`src/rtl/hood_ctrl_if.sv`:
```
// Range-hood controller bus: key pulses and time base in, state/indicators out.
interface hood_ctrl_if #(
  parameter int unsigned CNT_W = 8
) ();

  logic             tick;
  logic             key_power;
  logic             key_menu;
  logic             key_l1;
  logic             key_l2;
  logic             key_l3;
  logic             key_clean;
  logic [2:0]       state;
  logic [6:0]       led;
  logic [1:0]       fan_level;
  logic [CNT_W-1:0] time_left;
  logic             hurr_avail;
  logic             remind;

  modport master (
    output tick, key_power, key_menu, key_l1, key_l2, key_l3, key_clean,
    input  state, led, fan_level, time_left, hurr_avail, remind
  );

  modport slave (
    input  tick, key_power, key_menu, key_l1, key_l2, key_l3, key_clean,
    output state, led, fan_level, time_left, hurr_avail, remind
  );

endinterface

```
`src/rtl/hood_ctrl_fsm.sv`:
```
// Range-hood controller: power/standby, three fan levels, one-shot hurricane
// boost, self-clean cycle and delayed shutdown, all timed off a 1 Hz tick.
// Optional runtime clean-due reminder compiled in by HOOD_RUNTIME_REMIND_EN.
module hood_ctrl_fsm #(
  parameter int unsigned CNT_W    = 8,
  parameter int unsigned HURR_T   = 60,
  parameter int unsigned RET_T    = 180,
  parameter int unsigned CLEAN_T  = 200,
  parameter int unsigned RUN_W    = 16,
  parameter int unsigned REMIND_T = 36000
) (
  input  logic        clk,
  input  logic        reset,
  hood_ctrl_if.slave  bus
);

  typedef enum logic [2:0] {
    S_OFF   = 3'd0,
    S_STBY  = 3'd1,
    S_L1    = 3'd2,
    S_L2    = 3'd3,
    S_L3    = 3'd4,
    S_CLEAN = 3'd5,
    S_RET   = 3'd6,
    S_BAD   = 3'd7
  } state_e;

  // Reject durations that do not fit the countdown or runtime counters.
  if (HURR_T == 0 || (64'(HURR_T) >> CNT_W) != 0 ||
      RET_T == 0 || (64'(RET_T) >> CNT_W) != 0 ||
      CLEAN_T == 0 || (64'(CLEAN_T) >> CNT_W) != 0 ||
      (64'(REMIND_T) >> RUN_W) != 0) begin : g_bad_param
    $error("hood_ctrl_fsm: duration parameter out of range");
  end

  state_e           state_q, state_d;
  logic [CNT_W-1:0] tl_q, tl_d;
  logic             hurr_q, hurr_d;
  logic [1:0]       fan_q, fan_d;
  logic [6:0]       led_q, led_d;
  logic             l3_ok;
  logic             expire;
  logic [CNT_W-1:0] tl_dec;

  // Next-state, countdown and indicator decode; a key always beats a tick.
  always_comb begin
    state_d = state_q;
    tl_d    = tl_q;
    hurr_d  = hurr_q;
    l3_ok   = bus.key_l3 && hurr_q;
    expire  = bus.tick && (tl_q == CNT_W'(1));
    tl_dec  = (tl_q != '0) ? tl_q - CNT_W'(1) : tl_q;

    case (state_q)
      S_OFF: begin
        if (bus.key_power) begin
          state_d = S_STBY;
          hurr_d  = 1'b1;
        end
      end
      S_STBY: begin
        if (bus.key_power) begin
          state_d = S_OFF;
        end else if (l3_ok) begin
          state_d = S_L3;
          tl_d    = CNT_W'(HURR_T);
          hurr_d  = 1'b0;
        end else if (bus.key_l2) begin
          state_d = S_L2;
        end else if (bus.key_l1) begin
          state_d = S_L1;
        end else if (bus.key_clean) begin
          state_d = S_CLEAN;
          tl_d    = CNT_W'(CLEAN_T);
        end
      end
      S_L1, S_L2: begin
        if (bus.key_power) begin
          state_d = S_RET;
          tl_d    = CNT_W'(RET_T);
        end else if (l3_ok) begin
          state_d = S_L3;
          tl_d    = CNT_W'(HURR_T);
          hurr_d  = 1'b0;
        end else if (bus.key_l2) begin
          state_d = S_L2;
        end else if (bus.key_l1) begin
          state_d = S_L1;
        end else if (bus.key_menu) begin
          state_d = S_STBY;
        end
      end
      S_L3: begin
        if (bus.key_power) begin
          state_d = S_RET;
          tl_d    = CNT_W'(RET_T);
        end else if (expire) begin
          state_d = S_L2;
        end else if (bus.tick) begin
          tl_d = tl_dec;
        end
      end
      S_CLEAN: begin
        if (bus.key_power) begin
          state_d = S_OFF;
        end else if (expire) begin
          state_d = S_STBY;
        end else if (bus.tick) begin
          tl_d = tl_dec;
        end
      end
      S_RET: begin
        if (bus.key_power) begin
          state_d = S_OFF;
        end else if (bus.key_l2) begin
          state_d = S_L2;
        end else if (bus.key_l1) begin
          state_d = S_L1;
        end else if (expire) begin
          state_d = S_OFF;
        end else if (bus.tick) begin
          tl_d = tl_dec;
        end
      end
      default: begin
        state_d = S_OFF;
      end
    endcase

    // Untimed states never carry a stale countdown.
    if (state_d != S_L3 && state_d != S_CLEAN && state_d != S_RET) begin
      tl_d = '0;
    end

    case (state_d)
      S_L1, S_CLEAN, S_RET: fan_d = 2'd1;
      S_L2:                 fan_d = 2'd2;
      S_L3:                 fan_d = 2'd3;
      default:              fan_d = 2'd0;
    endcase

    for (int i = 0; i < 7; i++) begin
      led_d[i] = (3'(state_d) == 3'(i));
    end
  end

  // State and registered outputs.
  always_ff @(posedge clk) begin
    if (reset) begin
      state_q <= S_OFF;
      tl_q    <= '0;
      hurr_q  <= 1'b0;
      fan_q   <= 2'd0;
      led_q   <= 7'b0000001;
    end else begin
      state_q <= state_d;
      tl_q    <= tl_d;
      hurr_q  <= hurr_d;
      fan_q   <= fan_d;
      led_q   <= led_d;
    end
  end

  assign bus.state      = state_q;
  assign bus.led        = led_q;
  assign bus.fan_level  = fan_q;
  assign bus.time_left  = tl_q;
  assign bus.hurr_avail = hurr_q;

`ifdef HOOD_RUNTIME_REMIND_EN
  logic [RUN_W-1:0] run_q, run_d;
  logic             remind_q, remind_d;
  logic             clean_done;

  // Fan runtime accumulator; only a completed self-clean resets it.
  always_comb begin
    run_d      = run_q;
    remind_d   = remind_q;
    clean_done = (state_q == S_CLEAN) && !bus.key_power && expire;
    if (clean_done) begin
      run_d    = '0;
      remind_d = 1'b0;
    end else begin
      if (bus.tick && fan_q != 2'd0 && state_q != S_CLEAN && run_q != '1) begin
        run_d = run_q + RUN_W'(1);
      end
      remind_d = remind_q | (run_d >= RUN_W'(REMIND_T));
    end
  end

  // Runtime counter and reminder flag.
  always_ff @(posedge clk) begin
    if (reset) begin
      run_q    <= '0;
      remind_q <= 1'b0;
    end else begin
      run_q    <= run_d;
      remind_q <= remind_d;
    end
  end

  assign bus.remind = remind_q;
`else
  assign bus.remind = 1'b0;
`endif

endmodule

```
`src/flat_wrapper.sv`:
```
// flat-port wrapper written by rule: the top's interface ports become plain ports
module hood_ctrl_fsm_flat 
#(
  parameter int unsigned CNT_W    = 8,
  parameter int unsigned HURR_T   = 60,
  parameter int unsigned RET_T    = 180,
  parameter int unsigned CLEAN_T  = 200,
  parameter int unsigned RUN_W    = 16,
  parameter int unsigned REMIND_T = 36000
)
  (clk, reset, bus_tick, bus_key_power, bus_key_menu, bus_key_l1, bus_key_l2, bus_key_l3, bus_key_clean, bus_state, bus_led, bus_fan_level, bus_time_left, bus_hurr_avail, bus_remind);
  hood_ctrl_if #(.CNT_W(CNT_W)) bus_i ();
  input  logic clk;
  input  logic reset;
  input wire logic [$bits(bus_i.tick)-1:0] bus_tick;
  input wire logic [$bits(bus_i.key_power)-1:0] bus_key_power;
  input wire logic [$bits(bus_i.key_menu)-1:0] bus_key_menu;
  input wire logic [$bits(bus_i.key_l1)-1:0] bus_key_l1;
  input wire logic [$bits(bus_i.key_l2)-1:0] bus_key_l2;
  input wire logic [$bits(bus_i.key_l3)-1:0] bus_key_l3;
  input wire logic [$bits(bus_i.key_clean)-1:0] bus_key_clean;
  output wire logic [$bits(bus_i.state)-1:0] bus_state;
  output wire logic [$bits(bus_i.led)-1:0] bus_led;
  output wire logic [$bits(bus_i.fan_level)-1:0] bus_fan_level;
  output wire logic [$bits(bus_i.time_left)-1:0] bus_time_left;
  output wire logic [$bits(bus_i.hurr_avail)-1:0] bus_hurr_avail;
  output wire logic [$bits(bus_i.remind)-1:0] bus_remind;
  assign bus_i.tick = bus_tick;
  assign bus_i.key_power = bus_key_power;
  assign bus_i.key_menu = bus_key_menu;
  assign bus_i.key_l1 = bus_key_l1;
  assign bus_i.key_l2 = bus_key_l2;
  assign bus_i.key_l3 = bus_key_l3;
  assign bus_i.key_clean = bus_key_clean;
  assign bus_state = bus_i.state;
  assign bus_led = bus_i.led;
  assign bus_fan_level = bus_i.fan_level;
  assign bus_time_left = bus_i.time_left;
  assign bus_hurr_avail = bus_i.hurr_avail;
  assign bus_remind = bus_i.remind;
  hood_ctrl_fsm #(.CNT_W(CNT_W), .HURR_T(HURR_T), .RET_T(RET_T), .CLEAN_T(CLEAN_T), .RUN_W(RUN_W), .REMIND_T(REMIND_T)) u_core (.clk(clk), .reset(reset), .bus(bus_i));
endmodule
```
`config.mk`:
```
export PLATFORM = sky130hd
export DESIGN_NAME = hood_ctrl_fsm_flat
export DESIGN_NICKNAME = d
export VERILOG_FILES = /design/src/rtl/hood_ctrl_if.sv /design/src/rtl/hood_ctrl_fsm.sv /design/src/flat_wrapper.sv
export SDC_FILE = /design/constraint.sdc
export NUM_CORES = 1
export LEC_CHECK = 0
export BUFFER_PORTS_ARGS = -buffer_cell sky130_fd_sc_hd__buf_2
export CORE_ASPECT_RATIO = 1.25
export CORE_MARGIN = 2
export CORE_UTILIZATION = 50
export DETAILED_ROUTE_END_ITERATION = 10
export PLACE_DENSITY_LB_ADDON = 0.2
export SYNTH_ARGS = -nofsm -noshare
export SYNTH_HDL_FRONTEND = slang
export SYNTH_SLANG_ARGS = --single-unit
export TNS_END_PERCENT = 50
```
`constraint.sdc`:
```
create_clock -name clk -period 2.8 [get_ports clk]
set_clock_uncertainty 0.1 [all_clocks]
set_input_delay 0.14 -clock clk [delete_from_list [all_inputs] [get_ports clk]]
set_output_delay 0.14 -clock clk [all_outputs]
set_load 0.1 [all_outputs]
```
==> run summary, run 1 <==
status = complete, no violations
Clock Tree Buf Depth = 2
worst hold start = bus_key_power
Pre-antenna DRT Iters = 5
fin. max-slew vios = 0
Site Rows = 20
Hold Path Sink = u_core.bus.hurr_avail
Worst Path Max Fanout = 12
Fin. Hold Viols = 0
worst path required time = 2.93 ns
Clock Pin Slew Worst Setup and Hold Paths = 0.12 ns
Setup violations, final = 0
Yosys cell types = 62
Final HPWL DP = 2495 um
Crit. End Element = flip-flop
first-pass GRT wire length = 5264 um
chip height = 61.77 um
largest net degree at the start of global routing = 15
GRT overflow = 0
CP Launch Type = flip-flop
Reg2Reg Launch Point = u_core.bus.state[0]
CTS tree = yes
headroom to the max-slew limit = 0.5932
IO buf count = 29
core area = 2477 um2
critical path class = flip-flop to flip-flop
async set or reset register ratio after synthesis = 0
R2R Path End = u_core.bus.time_left[0]
Starting DRT DRC Count = 42
gr usage total = 0.2191
DRC Markers = 0
setup_tns = 0 ns
ant diodes = 0
Place WS = 0.5069 ns
Synth warnings = 0
Top-Level Pins = 31
Tot Pwr = 0.9543 mW
HP Class = input pin to flip-flop
Max IR drop VDD = 0.4969 mV
H-tree levels = 1
initial antenna violation count = 0
EDFF count, synth = 0
post-synthesis to final-layout area growth = 12.75%
# nets final = 205
die footprint = 3102 um2
via count = 1331
period utilization = 0.8343
RSZ-0062 raised after global routing = no
Slew @ Worst Pin = 0.6039 ns
Clock Latency Late Sink = 0.30 ns
CTS root buf = clkbuf_4
post-synthesis sequential area ratio = 0.3149
vias in the first global route = 1226
P per Cell Area = 634.0 nW/um2
post-route ant nets = 0
setup slack, reg-to-reg = 0.46 ns
Main synth FF type = dfxtp_1
syn_area_per_cell = 8.042 um2
wire per inst = 14.34 um
Final min period = 2.336 ns
Cells after Synth = 166
drt total wl = 3227 um
max_cap viols = 0
hold path cells = 3
post-route worst setup slack = 0.4641 ns
Starting Density = 0.5389
CTS buffer count = 3
Final Util = 0.6076
CTS Sinks = 21
RD Place Congestion = 0.9401
layout cells sized above 1 = 0.2604
fmax = 0.4281 GHz
Worst Reg2Reg Path Length in Cells = 6
Net Count, Synth = 178
vias per inst = 5.916
Leakage Power = 0.6524 nW
Die X = 50.22 um
Yosys reg bits = 21
PostCTS Resize Cnt = 0
Mapped Area = 1335 um2
crit path DAT = 2.46 ns
[metrics by stage]
stage	cell area (um2)	instances	hold slack (ns)
after global placement	1468	220	0.2771
after CTS	1505	225	0.1275
after detailed placement	1468	220	0.2756
after floorplan	1335	166	0.1124
after global routing	1505	225	0.1433
final	1505	225	0.1306
[cell usage in the layout, fill, tap and decap left out, types with 2 or more instances in the layout]
| master | count |
|---|---|
| dfxtp_1 | 21 |
| o21ai_0 | 4 |
| o22ai_1 | 2 |
| a21oi_1 | 13 |
| buf_2 | 29 |
| nor2_1 | 19 |
| a31oi_1 | 5 |
| nand3b_1 | 2 |
| nand2_1 | 14 |
| o21a_1 | 2 |
| nand3_1 | 9 |
| nor3_1 | 2 |
| or3_1 | 3 |
| or2_2 | 2 |
| nand2b_1 | 2 |
| o32ai_1 | 2 |
| inv_1 | 8 |
| a21o_1 | 2 |
| o211ai_1 | 4 |
| clkbuf_4 | 3 |
| ha_1 | 3 |
[kinds of logic after synthesis]
group	count (synthesis)	synth area share
simple gates	68	0.2793
compound gates	52	0.2774
flops	21	0.3149
buf+inv	18	0.07497
fa+ha+maj	3	0.02812
mux	2	0.01593
other cells	1	0.002809
xor+xnor	1	0.006562
[worst max-delay path by stage]
stage / cells past startpoint / from / to / slack (ns)
finish: 6 / u_core.bus.state[0] / u_core.bus.time_left[0] / 0.46
global route: 6 / u_core.bus.state[0] / u_core.bus.time_left[0] / 0.31
CTS: 6 / u_core.bus.state[0] / u_core.bus.time_left[0] / 0.47
detailed placement: 6 / u_core.bus.state[0] / u_core.bus.time_left[0] / 0.51
global placement: 6 / u_core.bus.time_left[4] / u_core.bus.time_left[2] / 0.56
floorplan: 8 / u_core.bus.time_left[0] / u_core.bus.time_left[2] / 0.04
[Yosys cell counts (all sizes together) (2+ instances only)]
cell	count	area (um2)
a21o	3	23.77
or3b	2	17.52
nand3b	2	15.01
o32ai	2	17.52
nor2	20	77.58
a21oi	13	65.06
nand3	9	45.04
nand2	15	58.81
a31oi	5	31.28
o22ai	2	12.51
ha	3	37.54
o21a	2	15.01
nor3	2	10.01
or3	3	18.77
buf	7	53.79
o21ai	4	20.02
dfxtp	21	420.4
nand2b	3	21.27
or2	2	12.51
o211ai	4	30.03
clkbuf	2	7.510
inv	9	38.79
[flip-flops by register name, summed over array words and instances (netlist names)]
signal and cells:
u_core.bus.led 7, u_core.bus.time_left 8, u_core.bus.state 3, u_core.bus.hurr_avail 1
u_core.bus.fan_level 2
[critical path, stage by stage (launching register included)]
cell and delay [ns]:
dfxtp_1 0.56, or3b_2 0.47, a221oi_1 0.26, a311o_2 0.21
nand2b_2 0.20, or3_1 0.39, o31ai_1 0.07
[layout make-up]
| type | instances | area, um2 |
|---|---|---|
| inverters | 9 | 38.79 |
| repair buffers | 31 | 162.7 |
| fillers | 229 | 972.2 |
| multi-input cells | 127 | 814.5 |
| clock buffers | 3 | 22.52 |
| flip-flops and latches | 21 | 420.4 |
| clock inverters | 1 | 5.005 |
| well taps | 33 | 41.29 |
[per-layer routing]
| layer | wire (um) | global-route usage | part of all wire |
|---|---|---|---|
| met1 | 1292 | 0.2436 | 0.40 |
| met2 | 1721 | 0.4361 | 0.53 |
| met3 | 169 | 0.02632 | 0.052 |
| met4 | 43 | 0.06746 | 0.013 |
| met5 | 0 | 0 | 0 |
[power breakdown]
group	leakage (nW)	internal, mW	switching [mW]
Combinational	0.464	0.113	0.342
Clock	0.0177	0.0532	0.0923
Sequential	0.171	0.325	0.0295
Total	0.652	0.491	0.464
[repair_timing]
action	in CTS	in global routing
setup buffers	0	0
hold buffers	1	0
endpoints found under the hold margin	3	0
(Power assumes the default switching activity.)
==> inputs of run 2 (changes only) <==
--- a/config.mk
+++ b/config.mk
@@ -8,7 +8,7 @@
 export BUFFER_PORTS_ARGS = -buffer_cell sky130_fd_sc_hd__buf_2
 export CORE_ASPECT_RATIO = 1.25
 export CORE_MARGIN = 2
-export CORE_UTILIZATION = 50
+export CORE_UTILIZATION = 48
 export DETAILED_ROUTE_END_ITERATION = 10
 export PLACE_DENSITY_LB_ADDON = 0.2
 export SYNTH_ARGS = -nofsm -noshare
==> constraint.sdc (replaced) <==
create_clock -name clk -period 2 [get_ports clk]
set_clock_uncertainty 0.1 [all_clocks]
set_input_delay 0.1 -clock clk [delete_from_list [all_inputs] [get_ports clk]]
set_output_delay 0.1 -clock clk [all_outputs]
set_load 0.1 [all_outputs]
==> run 2 against run 1 <==
  * Clock power is 42% higher
  * Cell count is 8.9% higher
  * Global-route usage is 2.6 points higher
  * Sequential cell count stayed put
==> run summary, run 2 (synthesis gave the netlist of run 1 again) <==
largest net degree at the start of global routing = 13 (-2)
P per Cell Area = 816.8 nW/um2 (+29%)
setup slack, reg-to-reg = 0.05 ns (-0.42 ns)
CTS Sinks = 21 (unchanged)
GRT overflow = 0 (unchanged)
Leakage Power = 0.7683 nW (+18%)
setup_tns = 0 ns (unchanged)
post-route worst setup slack = 0.04646 ns (-0.4176 ns)
Slew @ Worst Pin = 0.5198 ns (-0.08407 ns)
CP top delay family = compound AO/OA/AOI/OAI gates
RSZ-0062 raised after global routing = yes
most common cell after layout, fill and taps aside = buf_2
CTS root buf = clkbuf_4
Fin. Hold Viols = 0 (unchanged)
CTS tree = yes
most frequent cells in the layout = buf_2, buf_4, nor2_1
period utilization = 0.9768 (+0.1425)
chip height = 62.97 um (+1.9%)
CP Launch Type = flip-flop
gr usage total = 0.2451 (+0.02608)
die footprint = 3222 um2 (+3.9%)
critical path's slowest cell = a311o_2
critical path class = flip-flop to flip-flop
hold slack = 0.09714 ns (-0.03349 ns)
RD Place Congestion = 0.9480 (+0.84%)
Site Rows = 21 (+5.0%)
Final min period = 1.954 ns (-0.3824 ns)
max FFs per register = 8 (unchanged)
core area = 2654 um2 (+7.1%)
Clock Pin Slew Worst Setup and Hold Paths = 0.12 ns (about the same)
worst hold start = bus_key_l3
vias per inst = 5.849 (-1.1%)
Hold Path Sink = u_core.bus.hurr_avail
wire per inst = 15.46 um (+7.8%)
Top-Level Pins = 31 (unchanged)
ant diodes = 0 (unchanged)
headroom to the max-slew limit = 0.6514 (+0.05821)
crit path buf inv count = 2 (+2)
HP Class = input pin to flip-flop
Clock Tree Buf Depth = 2 (unchanged)
Die X = 51.17 um (+1.9%)
Setup violations, final = 0 (unchanged)
IO buf count = 29 (unchanged)
DRC Markers = 0 (unchanged)
Final HPWL DP = 2897 um (+16%)
crit path DAT = 2.07 ns (-0.39 ns)
Pre-antenna DRT Iters = 4 (-1)
max_cap viols = 0 (unchanged)
fin. max-slew vios = 0 (unchanged)
worst path required time = 2.11 ns (-0.82 ns)
max incr delay on CP = 0.44 ns (-0.12 ns)
Worst Path Max Fanout = 8 (-4)
Max IR drop VDD = 0.5685 mV (+14%)
Reg2Reg Launch Point = u_core.bus.time_left[1]
Worst Reg2Reg Path Length in Cells = 8 (+2)
status = complete, no violations
R2R Path End = u_core.bus.time_left[2]
Place WS = -0.02564 ns (-0.5326 ns)
initial antenna violation count = 0 (unchanged)
ordered list of cells on the worst path = inv_4 > ha_4 > and4bb_2 > nand2_2 > a311o_2 > nand2b_4 > inv_6 > a22o_1
post-synthesis to final-layout area growth = 30.93%
placed cell area = 1637 um2 (+12%)
first-pass GRT wire length = 6065 um (+15%)
vias in the first global route = 1367 (+12%)
Crit. End Element = flip-flop
via count = 1433 (+7.7%)
hold path cells = 4 (+1)
fmax = 0.5119 GHz (+20%)
CTS buffer count = 3 (unchanged)
drt total wl = 3787 um (+17%)
Final Cell Area = 1748 um2 (+16%)
Clock Latency Late Sink = 0.31 ns (about the same)
Starting DRT DRC Count = 63 (+50%)
layout cells sized above 1 = 0.4360 (+0.1756)
# nets final = 224 (+9.3%)
H-tree levels = 1 (unchanged)
post-route ant nets = 0 (unchanged)
Starting Density = 0.5031 (-0.03582)
## run 2: cell types whose count changed in the layout (fill, tap and decap cells not counted), sizes merged
cell	delta
buf	+19
## run 2: worst max-delay path by stage
stage | slack [ns] | cells past startpoint | startpoint | endpoint
floorplan | -0.16 | 8 | u_core.bus.time_left[0] | u_core.bus.time_left[2]
global placement | 0.02 | 9 | u_core.bus.time_left[1] | u_core.bus.fan_level[1]
detailed placement | -0.03 | 8 | u_core.bus.time_left[1] | u_core.bus.time_left[2]
global route | -0.04 | 8 | u_core.bus.time_left[1] | u_core.bus.led[2]
finish | 0.05 | 8 | u_core.bus.time_left[1] | u_core.bus.time_left[2]
CTS | 0.03 | 6 | u_core.bus.time_left[0] | u_core.bus.time_left[7]
## run 2: power by group
| group | internal (mW) | leakage [nW] | switching [mW] |
|---|---|---|---|
| sequential | 0.455 | 0.179 | 0.0311 |
| clock | 0.0747 | 0.0177 | 0.133 |
| combinational | 0.216 | 0.572 | 0.518 |
| total | 0.746 | 0.768 | 0.682 |
## run 2: final cells by class
type / count / area (um2)
Inverter: 9 / 41.29
Clock inverter: 1 / 5.005
Fill cell: 229 / 905.9
Clock buffer: 3 / 22.52
Timing Repair Buffer: 50 / 309.0
Multi-Input combinational cell: 127 / 874.6
Tap cell: 34 / 42.54
Sequential cell: 21 / 452.9
## run 2: what timing repair did
item | 4_1_cts | 5_1_grt
resized for setup | 1 | 10
buffers inserted | 1 | 4
hold buffers | 1 | 0
setup endpoints to repair | 4 | 11
endpoints found under the hold margin | 3 | 0
pin swaps | 1 | 6
## run 2: metrics by stage
stage,util,std cells,power [mW]
6_report,0.6587,245,1.428
3_3_place_gp,0.6167,235,1.190
5_1_grt,0.6587,245,1.503
3_5_place_dp,0.6167,235,1.196
2_1_floorplan,-,166,1.050
4_1_cts,0.6355,241,1.409
## run 2: worst reg2reg max path, stage by stage, from the launching register on
cell      delay [ns]
dfxtp_4         0.38
inv_4           0.07
ha_4            0.12
and4bb_2        0.27
nand2_2         0.07
a311o_2         0.44
nand2b_4        0.15
inv_6           0.06
a22o_1          0.20
## run 2: routing by layer
| metal | global-route usage | up-vias | share of wire |
|---|---|---|---|
| met4 | 0.08108 | 0 | 0.021 |
| li1 | - | 709 | - |
| met1 | 0.2664 | 670 | 0.39 |
| met5 | 0 | - | 0 |
| met3 | 0.03589 | 9 | 0.043 |
| met2 | 0.4643 | 45 | 0.55 |
